**config.mk**
```make
export PLATFORM = sky130hd
export DESIGN_NAME = decimal_entry_ctrl
export DESIGN_NICKNAME = d
export VERILOG_FILES = /design/src/rtl/decimal_entry_pkg.sv /design/src/rtl/button_debouncer.sv /design/src/rtl/decimal_entry_ctrl.sv
export SDC_FILE = /design/constraint.sdc
export NUM_CORES = 1
export LEC_CHECK = 0
export ABC_CLOCK_PERIOD_IN_PS = 4300
export BUFFER_PORTS_ARGS = -buffer_cell sky130_fd_sc_hd__buf_4
export CAP_MARGIN = 0
export CORE_MARGIN = 8
export CORE_UTILIZATION = 44
export DETAILED_ROUTE_END_ITERATION = 12
export PLACE_DENSITY = 0.62
export SETUP_SLACK_MARGIN = 0.1
export SYNTH_ARGS = -nofsm -noshare
export SYNTH_HDL_FRONTEND = slang
export SYNTH_SLANG_ARGS = --single-unit
```
**constraint.sdc**
```tcl
create_clock -name clk -period 4.3 [get_ports clk]
set_input_delay 0.645 -clock clk [delete_from_list [all_inputs] [get_ports clk]]
set_output_delay 0.645 -clock clk [all_outputs]
set_load 0.005 [all_outputs]
```
**src/rtl/decimal_entry_pkg.sv**
```systemverilog
// Shared types, constants and BCD helpers for the decimal entry controller.
package decimal_entry_pkg;

   typedef enum logic [1:0] {IDLE, CONVERT, DONE} entry_state_t;

   localparam int unsigned NUM_DIGITS = 4;
   localparam int unsigned CONV_STEPS = 16;

   typedef logic [3:0] bcd_digit_t;

   localparam int unsigned BTN_UP    = 0;
   localparam int unsigned BTN_DOWN  = 1;
   localparam int unsigned BTN_LEFT  = 2;
   localparam int unsigned BTN_RIGHT = 3;
   localparam int unsigned BTN_ENTER = 4;
   localparam int unsigned NUM_BTNS  = 5;

   function automatic bcd_digit_t digit_inc(input bcd_digit_t d);
      return (d == 4'd9) ? 4'd0 : d + 4'd1;
   endfunction

   function automatic bcd_digit_t digit_dec(input bcd_digit_t d);
      return (d == 4'd0) ? 4'd9 : d - 4'd1;
   endfunction

   // One reverse double-dabble step: shift right, then correct BCD nibbles >= 8.
   function automatic logic [31:0] dabble_step(input logic [31:0] w);
      logic [31:0] r;
      r = w >> 1;
      for (int unsigned i = 0; i < NUM_DIGITS; i++) begin
         if (r[16 + i*4 +: 4] >= 4'd8)
            r[16 + i*4 +: 4] = r[16 + i*4 +: 4] - 4'd3;
      end
      return r;
   endfunction

endpackage

```
**src/rtl/button_debouncer.sv**
```systemverilog
// Two-flop synchronizer plus stability counter; emits a one-cycle pulse on an accepted press.
module button_debouncer #(
   parameter int unsigned DEBOUNCE_CYCLES = 1_000_000
) (
   input  logic clk,
   input  logic reset,
   input  logic btn,
   output logic press
);

   localparam int unsigned CNT_W = $clog2(DEBOUNCE_CYCLES + 1);
   localparam logic [CNT_W-1:0] CNT_LAST = CNT_W'(DEBOUNCE_CYCLES - 1);

   logic             sync1;
   logic             sync2;
   logic             level;
   logic [CNT_W-1:0] cnt;

   always_ff @(posedge clk) begin
      if (reset) begin
         sync1 <= 1'b0;
         sync2 <= 1'b0;
         level <= 1'b0;
         cnt   <= '0;
         press <= 1'b0;
      end else begin
         sync1 <= btn;
         sync2 <= sync1;
         press <= 1'b0;
         if (sync2 == level) begin
            cnt <= '0;
         end else if (cnt == CNT_LAST) begin
            level <= sync2;
            cnt   <= '0;
            press <= sync2;
         end else begin
            cnt <= cnt + CNT_W'(1);
         end
      end
   end

endmodule

```
**src/rtl/decimal_entry_ctrl.sv**
```systemverilog
// Debounced 4-digit BCD editor with cursor; Enter converts the digits to binary
// via a 16-step reverse double-dabble and pulses data_valid.
module decimal_entry_ctrl
   import decimal_entry_pkg::*;
#(
   parameter int unsigned DEBOUNCE_CYCLES = 1_000_000
) (
   input  logic        clk,
   input  logic        reset,
   input  logic        btn_up,
   input  logic        btn_down,
   input  logic        btn_left,
   input  logic        btn_right,
   input  logic        btn_enter,
   output logic [15:0] bcd_out,
   output logic [1:0]  cursor,
   output logic [15:0] data_out,
   output logic        data_valid,
   output logic        busy
);

   logic [NUM_BTNS-1:0] raw;
   logic [NUM_BTNS-1:0] press;

   entry_state_t state, state_next;
   bcd_digit_t   digits [NUM_DIGITS];
   logic [1:0]   cursor_q;
   logic [31:0]  work, work_next;
   logic [4:0]   step;
   logic [15:0]  data_q;
   logic         last_step;

   always_comb begin
      raw            = '0;
      raw[BTN_UP]    = btn_up;
      raw[BTN_DOWN]  = btn_down;
      raw[BTN_LEFT]  = btn_left;
      raw[BTN_RIGHT] = btn_right;
      raw[BTN_ENTER] = btn_enter;
   end

   for (genvar i = 0; i < NUM_BTNS; i++) begin : g_btn
      button_debouncer #(.DEBOUNCE_CYCLES(DEBOUNCE_CYCLES)) u_db (
         .clk   (clk),
         .reset (reset),
         .btn   (raw[i]),
         .press (press[i])
      );
   end

   assign work_next = dabble_step(work);
   assign last_step = (step == 5'(CONV_STEPS - 1));

   always_ff @(posedge clk) begin
      if (reset) state <= IDLE;
      else       state <= state_next;
   end

   always_comb begin
      state_next = state;
      unique case (state)
         IDLE:    if (press[BTN_ENTER]) state_next = CONVERT;
         CONVERT: if (last_step)        state_next = DONE;
         DONE:    state_next = IDLE;
         default: state_next = IDLE;
      endcase
   end

   always_comb begin
      busy       = (state != IDLE);
      data_valid = (state == DONE);
   end

   // Presses outside IDLE fall through untouched, so nothing is queued while busy.
   // data_out is loaded on the final step so it is already valid in the DONE cycle.
   always_ff @(posedge clk) begin
      if (reset) begin
         for (int unsigned i = 0; i < NUM_DIGITS; i++) digits[i] <= '0;
         cursor_q <= '0;
         work     <= '0;
         step     <= '0;
         data_q   <= '0;
      end else begin
         unique case (state)
            IDLE: begin
               if (press[BTN_ENTER]) begin
                  work <= {bcd_out, 16'h0000};
                  step <= '0;
               end else if (press[BTN_UP]) begin
                  digits[cursor_q] <= digit_inc(digits[cursor_q]);
               end else if (press[BTN_DOWN]) begin
                  digits[cursor_q] <= digit_dec(digits[cursor_q]);
               end else if (press[BTN_LEFT]) begin
                  cursor_q <= cursor_q + 2'd1;
               end else if (press[BTN_RIGHT]) begin
                  cursor_q <= cursor_q - 2'd1;
               end
            end
            CONVERT: begin
               work <= work_next;
               step <= step + 5'd1;
               if (last_step) data_q <= work_next[15:0];
            end
            default: ;
         endcase
      end
   end

   assign bcd_out  = {digits[3], digits[2], digits[1], digits[0]};
   assign cursor   = cursor_q;
   assign data_out = data_q;

endmodule

```
Word-level counts from Yosys, hierarchy flattened
Memory sizes are Yosys's and may differ from the RTL's. A register that Yosys moved wholly into a read port is not among the register bits.
Index checks and enable logic that the tools add are counted.
{"block": "word_totals", "romBits": 0, "ram_bits": 16, "output_inout_bits": 36, "latch_bits": 0, "n_memories": 1, "word_cells": 138, "ff_bits": 177, "in_bits": 7}
{"block": "op_classes", "multipliers": 0, "eq_ne": 16, "n_lt_le_gt_ge": 4, "addsub": 14, "n_div": 0, "n_shift": 0, "reduce_logical": 25, "bitwise_logic": 14, "mux": 34}
{"memory": "digits", "words": 4, "width": 4, "rd": 5, "rd_ports_with_merged_regs": 1, "wr": 4, "line": "decimal_entry_ctrl.sv:26", "source": "bcd_digit_t digits [NUM_DIGITS];"}
{"op": "20-bit by 1-bit adder with 20-bit output, second input constant", "n": 5}
{"op": "20-bit == test, second input constant", "n": 5}
{"op": "32-bit one-hot mux with 2 select lines", "n": 1}
{"op": "32-bit 2-to-1 mux", "n": 1}
{"op": "4-bit 2-to-1 mux", "n": 8}
{"op": "3-bit OR reduction", "n": 10}
{"op": "2-bit AND reduction", "n": 8}
{"op": "1-bit 2-to-1 mux", "n": 14}
{"op": "2-bit 2-to-1 mux", "n": 7}
{"op": "1-bit inverter", "n": 13}
{"op": "4-bit >= comparator, second input constant", "n": 3}
{"op": "4-bit by 2-bit subtractor with 4-bit output, second input constant", "n": 3}
{"op": "5-bit one-hot mux with 2 select lines", "n": 1}
{"op": "2-bit nonzero test", "n": 3}
{"op": "5-bit by 1-bit adder with 5-bit output, second input constant", "n": 1}
{"op": "1-bit == test", "n": 5}
{"op": "5-bit by 4-bit == test with 1-bit output, second input constant", "n": 1}
{"op": "5-bit 2-to-1 mux", "n": 1}
{"op": "5-bit AND reduction", "n": 1}
{"op": "4-bit by 1-bit adder with 4-bit output, second input constant", "n": 1}
{"op": "4-bit == test, second input constant", "n": 1}
{"op": "3-bit by 4-bit >= comparator with 1-bit output, second input constant", "n": 1}
{"op": "4-bit zero test", "n": 1}
{"op": "2-bit one-hot mux with 2 select lines", "n": 1}
{"op": "other kinds (11)", "n": 11}

Logic depth before layout (Yosys ltp)
Gate-level depths: netlist (run 1).
{"block": "depth", "depth_word": 9, "depth_mapped": 8, "ltp_nobuf": 6}

Cells and area by module
From an unflattened synthesis (run 1), not the netlist that was laid out.
{"block": "hier_totals", "cells_unflattened": 968, "area_unflattened_um2": 8655.8}
{"module": "button_debouncer", "n_inst": 5, "seq_area_each_um2": 480.5, "area_per_inst_um2": 1078.5, "cells_each": 124}
{"module": "decimal_entry_ctrl", "n_inst": 1, "seq_area_each_um2": 1641.6, "area_per_inst_um2": 3263.1, "cells_each": 348}

Least setup slack after synthesis (run 1)
Ideal clock, no wire load.
{"block": "synth_path", "path_type": "reg-to-reg", "from": "reg state[1]", "to": "mem digits[0][0] (netlist name) (enable)", "stages_incl_launch_ff": 8, "period_less_slack_ns": 2.198, "path_buffers": 3, "setup_time_ns": 0.310, "t_required_ns": 3.990, "arrival_time_ns": 1.888, "slack_ns": 2.102, "cell_sequence": "dfxtp_1 buf_6 or3_1 buf_2 or3_1 clkbuf_1 or3_1 nand2b_1"}
{"item": "start: declaration", "line": "decimal_entry_ctrl.sv:25", "source": "entry_state_t state, state_next;"}
{"item": "start signal: assignment", "line": "decimal_entry_ctrl.sv:56", "source": "else state <= state_next;"}
{"item": "end: declaration", "line": "decimal_entry_ctrl.sv:26"}

==> impl_metrics.csv, run 1 <==
group,metric,value,unit
run_status,outcome,"completed",
placed_design,pre_cts_ws,1750,ps
power,ir_worst_vdd,0.280,mV
sta,layout_setup_ws,1870,ps
critical_path,cp_num_cells,5,
critical_path,cp_slowest_cell,"mux4_2",
critical_path,path_cells,"mux4_2, nor4_1, nor3_1, a211oi_1, nor2_1",
sta,fin_crit_sh,56.5,%
global_routing,grt_pass1_vias,5643,
floorplanning,die_x,152,um
logic_synthesis,yosys_warnings,0,
sta,fmax,412,MHz
layout,area_growth,12.6,%
layout,fin_area,9190,um2
critical_path,crit_path_end_kind,"flop",
hold_path,hold_depth,2,
clock_tree,cts_setup_buffers,0,
layout,drive_gt1_share,9.30,%
layout,nNetsFinal,953,
clock_tree,cts_buffers,17,
placed_design,place.port_buffers,42,
sta,clock_skew,7.34,ps
logic_synthesis,synth_cells,909,
logic_synthesis,synth_common_cells,"nor2_1 (189), dfxtp_1 (178), nand2_1 (76)",
global_routing,grt.overflow.total,0,
sta,setup_viol,0,
clock_tree,clkSinkCount,194,
power,p_leak,3.19,nW
logic_synthesis,synth_cell_types,51,
sta,finalSetupTns,0,ps
drt,num_vias,6043,
critical_path,reg2reg_depth,5,
logic_synthesis,synthTopCellsByArea,"dfxtp_1 (44%), nor2_1 (8.7%), xor2_1 (6.3%)",
sta,final_hold_viol_count,0,
logic_synthesis,synth_nets,929,
global_routing,grt_max_degree,86,
clock_tree,cts_resized,0,
sta,final_max_slew_viol_count,0,
drt,post_drt_wl_per_cell,13.3,um
logic_synthesis,synth_edf_count,16,
critical_path,slowest_delay,680,ps
clock_tree,cts.clk_slew.worst_paths,70,ps
drt,first_iter_violations,345,
clock_tree,worstSkewPairLatency,430,ps
clock_tree,cts-htree-levels,4,
critical_path,cp.required,4460,ps
hold_path,hold_class,"primary input to flop",
sta,max-slew-margin-rel,44.3,%
drt,dr.pass1.iters,5,
floorplanning,core_area,18500,um2
power,power_density,371,nW/um2
sta,fin_crit,2430,ps
floorplanning,initial_core_util,44.2,%
logic_synthesis,synth_most_common_cell,"nor2_1",
critical_path,critPathTopFamily,"multiplexers",
drt,routed_wl,15700,um
global_routing,grt_pass1_wl,27000,um
critical_path,critPathLaunchType,"flop",
drt,drc,0,
global_routing,antenna_found_initial,0,
floorplanning,dieArea,23200,um2
logic_synthesis,async_flop_share,0,%
logic_synthesis,synth.top_cell.area_share,43.6,%
sta,rsz0062_at_grt,"no",
clock_tree,root_buffer,"clkbuf_16",
critical_path,crit_arrival,2590,ps
job,drv_cap,0,
clock_tree,cts_max_path_buffers,2,
floorplanning,dieHeight,152,um
sta,worstMarginPinSlew,836,ps
logic_synthesis,ys_seq_area_share,49.5,%
clock_tree,cts_hold_buffers,0,
layout,n_antenna_cell,0,
floorplanning,io_pins,43,
power,finalPower,0.00341,W
drt,ant_nets,0,
logic_synthesis,syn_avg_cell_area,8.98,um2
placed_design,hpwl,10600,um
critical_path,critical_path_class,"flop to flop",
logic_synthesis,ys_ff_latch,194,
placed_design,gp_congestion,0.815,
global_routing,grt_usage,13.8,%
logic_synthesis,synth_area,8170,um2
critical_path,cp_num_buf_inv,0,
logic_synthesis,ys.flop_type,"dfxtp_1",
placed_design,place_area,8630,um2
clock_tree,tritoncts,"done",
floorplanning,num_rows,50,
logic_synthesis,synth_top_area_cell,"dfxtp_1",
drt,routed_via_density,5.12,
critical_path,worstPathMaxFanout,11,
==> flip-flops by register name (all words and copies together), names as in the netlist, named ones only <==
register          cells
state                 2
g_btn.u_db.cnt      100
step                  5
g_btn.u_db.press      5
g_btn.u_db.sync1      5
digits               16
cursor                2
g_btn.u_db.sync2      5
g_btn.u_db.level      5
work                 31
data_out             16
==> layout make-up <==
| cell class | instances | area [um2] |
|---|---|---|
| Inverter | 20 | 75.1 |
| Clock inverter | 13 | 130 |
| Multi-Input combinational cell | 656 | 3890 |
| Fill cell | 1763 | 9260 |
| Timing Repair Buffer | 44 | 330 |
| Clock buffer | 19 | 433 |
| Tap cell | 234 | 293 |
| Sequential cell | 194 | 4040 |
==> cells by family after synthesis <==
family	after synthesis	share of synthesized area, %
multiplexers	8	1.59
flip-flops	194	49.5
buffers and inverters	59	2.88
AO/OA/AOI/OAI	87	6.85
AND/OR/NAND/NOR	445	26.1
XOR/XNOR	103	11.0
adder cells (fa/ha/maj)	13	1.99
==> routing by layer <==
layer / wire length, um / global-route usage (%) / vias up
li1: - / - / 3134
met1: 7990 / 18.4 / 2813
met2: 6910 / 21.4 / 87
met3: 656 / 3.77 / 9
met4: 97 / 4.52 / 0
met5: 0 / 0 / -
==> where the power goes <==
part	switching (W)	internal [W]
registers	0.00000963	0.00183
logic	0.0000368	0.0000218
clock network	0.000697	0.000811
==> path summary, 6_finish.rpt <==
check	start	to	slack [ps]
worst min-delay path	reset	g_btn[4].u_db.sync1	410
worst max register to register	flop	digits[1][2]	1870
worst max-delay path	flop	digits[1][2]	1870
worst min register to register	g_btn[2].u_db.sync1	g_btn[2].u_db.sync2	440
==> layout by cell type, fill, tap and decap left out, drive strengths merged, types with 7 or more instances in the layout <==
master,netlist,routed
nand2b,7,7
a21oi,36,36
nor4,10,10
clkbuf,33,19
xnor2,44,44
edfxtp,16,16
xor2,59,59
nor2,189,189
nor3,15,15
or3,10,10
dfxtp,178,178
a211oi,7,7
nor2b,15,15
inv,20,24
and3,20,20
nor4b,9,9
ha,13,13
a22oi,19,19
nand2,77,77
and4,11,11
nand3,38,38
nand4,24,24
and2,7,7
buf,6,44
==> worst reg2reg max path, cell delays in order, from the launching register on <==
cell	delay, ps
dfxtp_1	450
mux4_2	680
nor4_1	300
nor3_1	80
a211oi_1	540
nor2_1	110
==> through the flow <==
step           utilization [%]  std cells  hold WS (ps)
5_1_grt                   49.8       1180           398
3_5_place_dp              46.8       1148           426
6_report                  49.8       1180           410
2_1_floorplan                -        909           413
4_1_cts                   49.8       1180           401
3_3_place_gp              46.8       1148           419
No activity file was read; power rests on OpenSTA's default activity.
==> run 2: changes to the inputs <==
--- a/config.mk
+++ b/config.mk
@@ -5,13 +5,14 @@
 export SDC_FILE = /design/constraint.sdc
 export NUM_CORES = 1
 export LEC_CHECK = 0
-export ABC_CLOCK_PERIOD_IN_PS = 4300
+export ABC_AREA = 1
+export ABC_CLOCK_PERIOD_IN_PS = 2550
 export BUFFER_PORTS_ARGS = -buffer_cell sky130_fd_sc_hd__buf_4
 export CAP_MARGIN = 0
 export CORE_MARGIN = 8
 export CORE_UTILIZATION = 44
 export DETAILED_ROUTE_END_ITERATION = 12
-export PLACE_DENSITY = 0.62
+export PLACE_DENSITY = 0.61
 export SETUP_SLACK_MARGIN = 0.1
 export SYNTH_ARGS = -nofsm -noshare
 export SYNTH_HDL_FRONTEND = slang
==> constraint.sdc (replaced) <==
create_clock -name clk -period 2.55 [get_ports clk]
set_input_delay 0.3825 -clock clk [delete_from_list [all_inputs] [get_ports clk]]
set_output_delay 0.3825 -clock clk [all_outputs]
set_load 0.005 [all_outputs]
==> run 2 against run 1 <==
- critical path type unchanged
- fmax rose by 26%
- critical endpoint is now digits[0][2]
- combinational power rose by 120%
- via count rose by 22%
- clock power rose by 66%
- utilization rose by 0.23 points
- clock-buffer cell count did not move
- cell area rose by 9.8%
- global-route usage rose by 1.2 points
- synthesized area rose by 10%
==> impl_metrics.csv, run 2 <==
group,metric,value,unit
drt,maxUsedRoutingLayer,"met4",
hold_path,hold_class,"primary input to flop",
job,drv_cap,0,
layout,regMostFlops,"g_btn.u_db.cnt",
critical_path,cp.required,2720,ps
sta,fin_crit_sh,75.7,%
drt,first_iter_violations,394,
floorplanning,dieArea,25300,um2
placed_design,hpwl,13400,um
clock_tree,cts_setup_buffers,0,
placed_design,dp.cells,1480,
critical_path,worstPathMaxFanout,9,
clock_tree,cts_hold_buffers,0,
layout,nNetsFinal,1249,
drt,wl_met2,8500,um
drt,wl_met1,9420,um
clock_tree,clkSinkCount,194,
logic_synthesis,yosys_warnings,0,
floorplanning,die_x,159,um
layout,most-common-layout-cells,"nand2_1 (270), dfxtp_1 (178), nor2_1 (149), inv_1 (130), a21oi_1 (72)",
sta,setup_viol,0,
layout,layout_commonest_cell,"nand2_1",
drt,post_drt_wl_per_cell,12.4,um
logic_synthesis,synth_cell_types,52,
layout,fin_area,10100,um2
drt,dr.pass1.iters,5,
clock_tree,root_buffer,"clkbuf_16",
floorplanning,num_rows,52,
drt,dr_wl_met3,648,um
sta,fmax,518,MHz
sta,final_hold_viol_count,0,
placed_design,place.port_buffers,42,
layout,reg.largest.list,"g_btn.u_db.cnt (100), work (31)",
logic_synthesis,ys.flop_type,"dfxtp_1",
drt,ant_nets,0,
clock_tree,cts_resized,0,
placed_design,place_area,9550,um2
logic_synthesis,synth_area,9000,um2
logic_synthesis,synth_edf_count,16,
drt,num_vias,7348,
sta,fin_crit,1930,ps
global_routing,antenna_found_initial,0,
clock_tree,cts_max_path_buffers,2,
drt,routed_wl,18700,um
layout,nFillCells,1984,
sta,rsz0062_at_grt,"no",
logic_synthesis,async_flop_share,0,%
clock_tree,worstSkewPairLatency,430,ps
power,p_leak,3.66,nW
logic_synthesis,synthTopCellsByArea,"dfxtp_1 (40%), nand2_1 (11%), nor2_1 (6.2%)",
logic_synthesis,ys_ff_latch,194,
logic_synthesis,synth_common_cells,"nand2_1 (270), dfxtp_1 (178), nor2_1 (149)",
clock_tree,cts-htree-levels,4,
run_status,outcome,"completed",
sta,clock_skew,8.00,ps
sta,worstMarginPinSlew,670,ps
sta,max-slew-margin-rel,55.2,%
critical_path,critical_path_class,"flop to flop",
layout,area_growth,12.2,%
placed_design,gp_congestion,0.805,
drt,drc,0,
clock_tree,cts_buffers,17,
clock_tree,cts.clk_slew.worst_paths,70,ps
layout,largest_register_ffs,100,
critical_path,critPathLaunchType,"flop",
critical_path,reg2reg_slack,620,ps
layout,stdcell_count,1512,
power,ir_worst_vdd,0.399,mV
global_routing,grt.overflow.total,0,
critical_path,crit_arrival,2100,ps
sta,finalSetupTns,0,ps
clock_tree,tritoncts,"done",
global_routing,grt_pass1_vias,6956,
logic_synthesis,synth_top_area_cell,"dfxtp_1",
logic_synthesis,synth_cells,1190,
layout,drive_gt1_share,11.6,%
floorplanning,core_area,20200,um2
logic_synthesis,ys_seq_area_share,44.9,%
power,power_density,569,nW/um2
layout,n_antenna_cell,0,
logic_synthesis,synth_most_common_cell,"nand2_1",
logic_synthesis,synth_nets,1210,
drt,routed_via_density,4.86,
global_routing,grt_usage,15.1,%
critical_path,crit_path_end_kind,"flop",
global_routing,grt_max_degree,54,
floorplanning,initial_core_util,44.6,%
floorplanning,dieHeight,159,um
global_routing,grt_pass1_wl,32400,um
floorplanning,io_pins,43,
sta,whs,155,ps
logic_synthesis,synth.top_cell.area_share,39.6,%
sta,final_max_slew_viol_count,0,
logic_synthesis,syn_avg_cell_area,7.56,um2
-- run 2: cell types whose count changed after synthesis, moves of 18 or more --
| cell | previous run | this run |
|---|---|---|
| nor3_1 | 15 | 41 |
| a22oi_1 | 18 | 0 |
| a21oi_1 | 36 | 72 |
| inv_1 | 20 | 130 |
| nand3_1 | 38 | 66 |
| nand2_1 | 76 | 270 |
| and3_1 | 20 | 1 |
| xnor2_1 | 44 | 10 |
| nor2_1 | 189 | 149 |
| buf_2 | 2 | 20 |
| clkbuf_1 | 33 | 5 |
-- run 2: through the flow --
| stage | setup WS, ps | power, W | util (%) |
|---|---|---|---|
| 2_1_floorplan | 809 | 0.00325 | - |
| 3_3_place_gp | 641 | 0.00331 | 47.3 |
| 3_5_place_dp | 645 | 0.00332 | 47.3 |
| 4_1_cts | 637 | 0.00581 | 50.0 |
| 5_1_grt | 417 | 0.00596 | 50.0 |
| 6_report | 620 | 0.00574 | 50.0 |
-- run 2: final timing paths --
check                                    startpoint             endpoint  depth (start not counted)
worst max-delay path                           flop         digits[0][2]                          9
worst min register to register  g_btn[1].u_db.sync1  g_btn[1].u_db.sync2                          2
worst max register to register                 flop         digits[0][2]                          9
worst min-delay path                      btn_enter  g_btn[4].u_db.sync1                          3
-- run 2: layout make-up --
cell class	instances	area, um2	share of cell area (%)
clock buffer	19	443	4.39
clock inverter	13	101	1.00
inverter	138	520	5.16
multi-input combinational	828	4270	42.3
sequential	194	4040	40.1
tap	270	338	3.35
timing repair buffer	50	375	3.72
-- run 2: cell families after synthesis --
family                     after synthesis  synth area share, %
xor gates and xnor gates                53                 5.16
AOI/OAI and AO/OA                      126                 8.02
adders and majority gates               13                 1.81
buffers and inverters                  168                 7.59
and+or+nand+nor                        636                 32.5
DFF                                    194                 44.9
-- run 2: worst max-delay path, cell delays in order, from the launching register on --
cell,delay (ps)
dfxtp_1,540
inv_4,100
nand2_1,100
nand3_1,80
nand2_1,150
nand2_1,110
inv_1,80
o21ai_0,70
o21ai_1,370
nor2_1,80
-- run 2: where the power goes --
group | total (W) | internal [W] | switching, W
Combinational | 0.000129 | 0.0000459 | 0.0000828
Sequential | 0.00311 | 0.00309 | 0.0000230
Clock | 0.00250 | 0.00129 | 0.00121
Total | 0.00574 | 0.00443 | 0.00131
-- run 2: metal layers --
layer	vias up	GRT usage, %
met5	-	0
met4	0	4.42
met3	12	3.49
met2	77	24.5
met1	3313	19.6
li1	3946	-
==> run 3: changes to the inputs <==
--- a/config.mk
+++ b/config.mk
@@ -5,14 +5,14 @@
 export SDC_FILE = /design/constraint.sdc
 export NUM_CORES = 1
 export LEC_CHECK = 0
-export ABC_AREA = 1
-export ABC_CLOCK_PERIOD_IN_PS = 2550
+export ABC_AREA = 0
+export ABC_CLOCK_PERIOD_IN_PS = 1800
 export BUFFER_PORTS_ARGS = -buffer_cell sky130_fd_sc_hd__buf_4
 export CAP_MARGIN = 0
 export CORE_MARGIN = 8
 export CORE_UTILIZATION = 44
 export DETAILED_ROUTE_END_ITERATION = 12
-export PLACE_DENSITY = 0.61
+export PLACE_DENSITY = 0.62
 export SETUP_SLACK_MARGIN = 0.1
 export SYNTH_ARGS = -nofsm -noshare
 export SYNTH_HDL_FRONTEND = slang
==> constraint.sdc (replaced) <==
create_clock -name clk -period 1.8 [get_ports clk]
set_input_delay 0.27 -clock clk [delete_from_list [all_inputs] [get_ports clk]]
set_output_delay 0.27 -clock clk [all_outputs]
set_load 0.005 [all_outputs]
==> run 3 against run 2 <==
- global-route usage down 0.38 points
- die area shrank 8.3%
- largest power group unchanged
- clock skew increased by 1.6 ps
- power up 43%
- combinational power increased by 59%
- the flow now finishes with violations (negative setup slack)
- clock power rose by 45%
- critical path depth is 2 lower
- routed wire length shrank 11%
==> impl_metrics.csv, run 3 (synthesis gave the netlist of run 1 again) <==
group,metric,value,unit
layout,most-common-layout-cells,"nor2_1 (186), dfxtp_1 (166), buf_4 (123), nand2_1 (73), xor2_1 (59)",
layout,layout_commonest_cell,"nor2_1",
layout,final-seq-area,4060,um2
critical_path,slowest_delay,500,ps
layout,n_antenna_cell,0,
floorplanning,core_area,18500,um2
layout,drive_gt1_share,22.5,%
critical_path,critPathTopFamily,"multiplexers",
global_routing,grt_pass1_vias,6121,
clock_tree,clkSinkCount,194,
critical_path,critical_path_class,"flop to flop",
global_routing,grt_usage,14.7,%
run_status,outcome,"finished with violations",
layout,area_growth,25.1,%
hold_path,hold_depth,2,
critical_path,cp_slowest_cell,"mux4_2",
critical_path,reg2reg_from,"digits[1][0]",
drt,dr.pass1.iters,6,
critical_path,path_cells,"mux4_2, buf_4, nor4_4, nor3_2, a211oi_2, buf_4, nor2_1",
clock_tree,cts_buffers,17,
sta,worstMarginPinSlew,651,ps
sta,finalSetupTns,-3660,ps
placed_design,pre_cts_ws,-369,ps
power,finalPower,0.00822,W
clock_tree,tritoncts,"done",
sta,clock_skew,9.60,ps
sta,max-slew-margin-rel,56.6,%
drt,ant_nets,0,
placed_design,place.port_buffers,42,
critical_path,crit_path_end_kind,"flop",
global_routing,grt_max_degree,62,
layout,regMostFlops,"g_btn.u_db.cnt",
critical_path,reg2reg_depth,7,
global_routing,use_met2,23.8,%
drt,post_drt_wl_per_cell,13.2,um
clock_tree,cts_hold_buffers,0,
floorplanning,dieHeight,152,um
placed_design,hpwl,11500,um
critical_path,cp_num_cells,7,
job,drv_cap,0,
floorplanning,dieArea,23200,um2
power,ir_worst_vdd,0.698,mV
critical_path,crit_arrival,2270,ps
power,power_density,805,nW/um2
layout,largest_register_ffs,100,
layout,nFillCells,1675,
critical_path,r2r_end,"digits[0][2]",
placed_design,gp_congestion,0.781,
hold_path,hold_class,"primary input to flop",
sta,rsz0062_at_grt,"yes",
placed_design,place_area,9370,um2
drt,routed_wl,16700,um
sta,final_hold_viol_count,0,
critical_path,cp_num_buf_inv,2,
layout,fin_area,10200,um2
layout,multi_input_area,4150,um2
critical_path,worstPathMaxFanout,10,
sta,setup_viol,23,
layout,reg.largest.list,"g_btn.u_db.cnt (100), work (31)",
drt,first_iter_violations,301,
critical_path,reg2reg_slack,-280,ps
layout,nNetsFinal,1041,
clock_tree,cts.clk_slew.worst_paths,80,ps
run_status,violations,"negative setup slack",
clock_tree,cts_max_path_buffers,2,
sta,fmax,480,MHz
critical_path,cp-startpoint,"digits[1][0]",
sta,fin_crit,2080,ps
sta,fin_crit_sh,116,%
floorplanning,initial_core_util,44.2,%
sta,layout_setup_ws,-284,ps
global_routing,busiest_layer,"met2",
floorplanning,die_x,152,um
drt,routed_via_density,5.11,
global_routing,grt.overflow.total,0,
critical_path,endpoint,"digits[0][2]",
global_routing,met3_usage,3.35,%
global_routing,grt_pass1_wl,28800,um
critical_path,cp.required,1990,ps
power,p_leak,3.76,nW
clock_tree,root_buffer,"clkbuf_16",
drt,num_vias,6483,
critical_path,critPathLaunchType,"flop",
layout,fin_util,55.4,%
clock_tree,cts-htree-levels,4,
drt,drc,0,
clock_tree,worstSkewPairLatency,430,ps
global_routing,antenna_found_initial,0,
sta,final_max_slew_viol_count,0,
critical_path,cp_common_cell,"buf_4",
floorplanning,num_rows,50,
floorplanning,io_pins,43,
global_routing,grt_use_met1,18.6,%
[run 3: cell types whose count changed in the layout (fill, tap and decap cells not counted), sizes merged, moves of 19 or more]
cell	previous run	this run
a22oi	0	19
buf	50	132
nor3	47	15
nand3	68	38
a21oi	75	36
nand2	281	77
and3	1	20
xnor2	10	44
inv	143	27
[run 3: layer usage]
layer  wire length (um)  part of all wire, %  vias up
li1                   -                    -     3310
met1               8140                   49     3056
met4                249                  1.5        0
met2               7800                   47       97
met3                509                  3.0       20
met5                  0                    0        -
[run 3: report_power, final]
| group | total [W] | switching [W] | internal [W] |
|---|---|---|---|
| logic | 0.000205 | 0.000109 | 0.0000955 |
| registers | 0.00439 | 0.0000152 | 0.00437 |
| clock network | 0.00363 | 0.00174 | 0.00190 |
| total | 0.00822 | 0.00186 | 0.00636 |
[run 3: final cells by class]
type                    count  area share [%]
repair buffers            132            10.5
clock buffers              19            4.43
multi-input cells         656            40.6
flip-flops and latches    194            39.7
well taps                 234            2.87
clock inverters            13            1.15
inverters                  20           0.735
[run 3: how the worst min path moves through the flow]
stage	endpoint	start	slack [ps]
4_1_cts	g_btn[2].u_db.sync1	btn_left	30
3_3_place_gp	g_btn[3].u_db.sync2	g_btn[3].u_db.sync1	420
2_1_floorplan	g_btn[0].u_db.sync1	btn_up	400
5_1_grt	g_btn[3].u_db.sync1	btn_right	40
3_5_place_dp	g_btn[3].u_db.sync2	g_btn[3].u_db.sync1	420
6_report	g_btn[2].u_db.sync1	btn_left	50
[run 3: what timing repair did]
action,in CTS,in global routing
setup endpoints to repair,56,113
resized for setup,22,35
setup buffers,4,3
pin swaps,15,8
[run 3: stage by stage]
stage / hold slack [ps] / instances
2_1_floorplan: 398 / 909
3_3_place_gp: 421 / 1229
3_5_place_dp: 423 / 1229
4_1_cts: 29.6 / 1265
5_1_grt: 41.0 / 1268
6_report: 48.0 / 1268
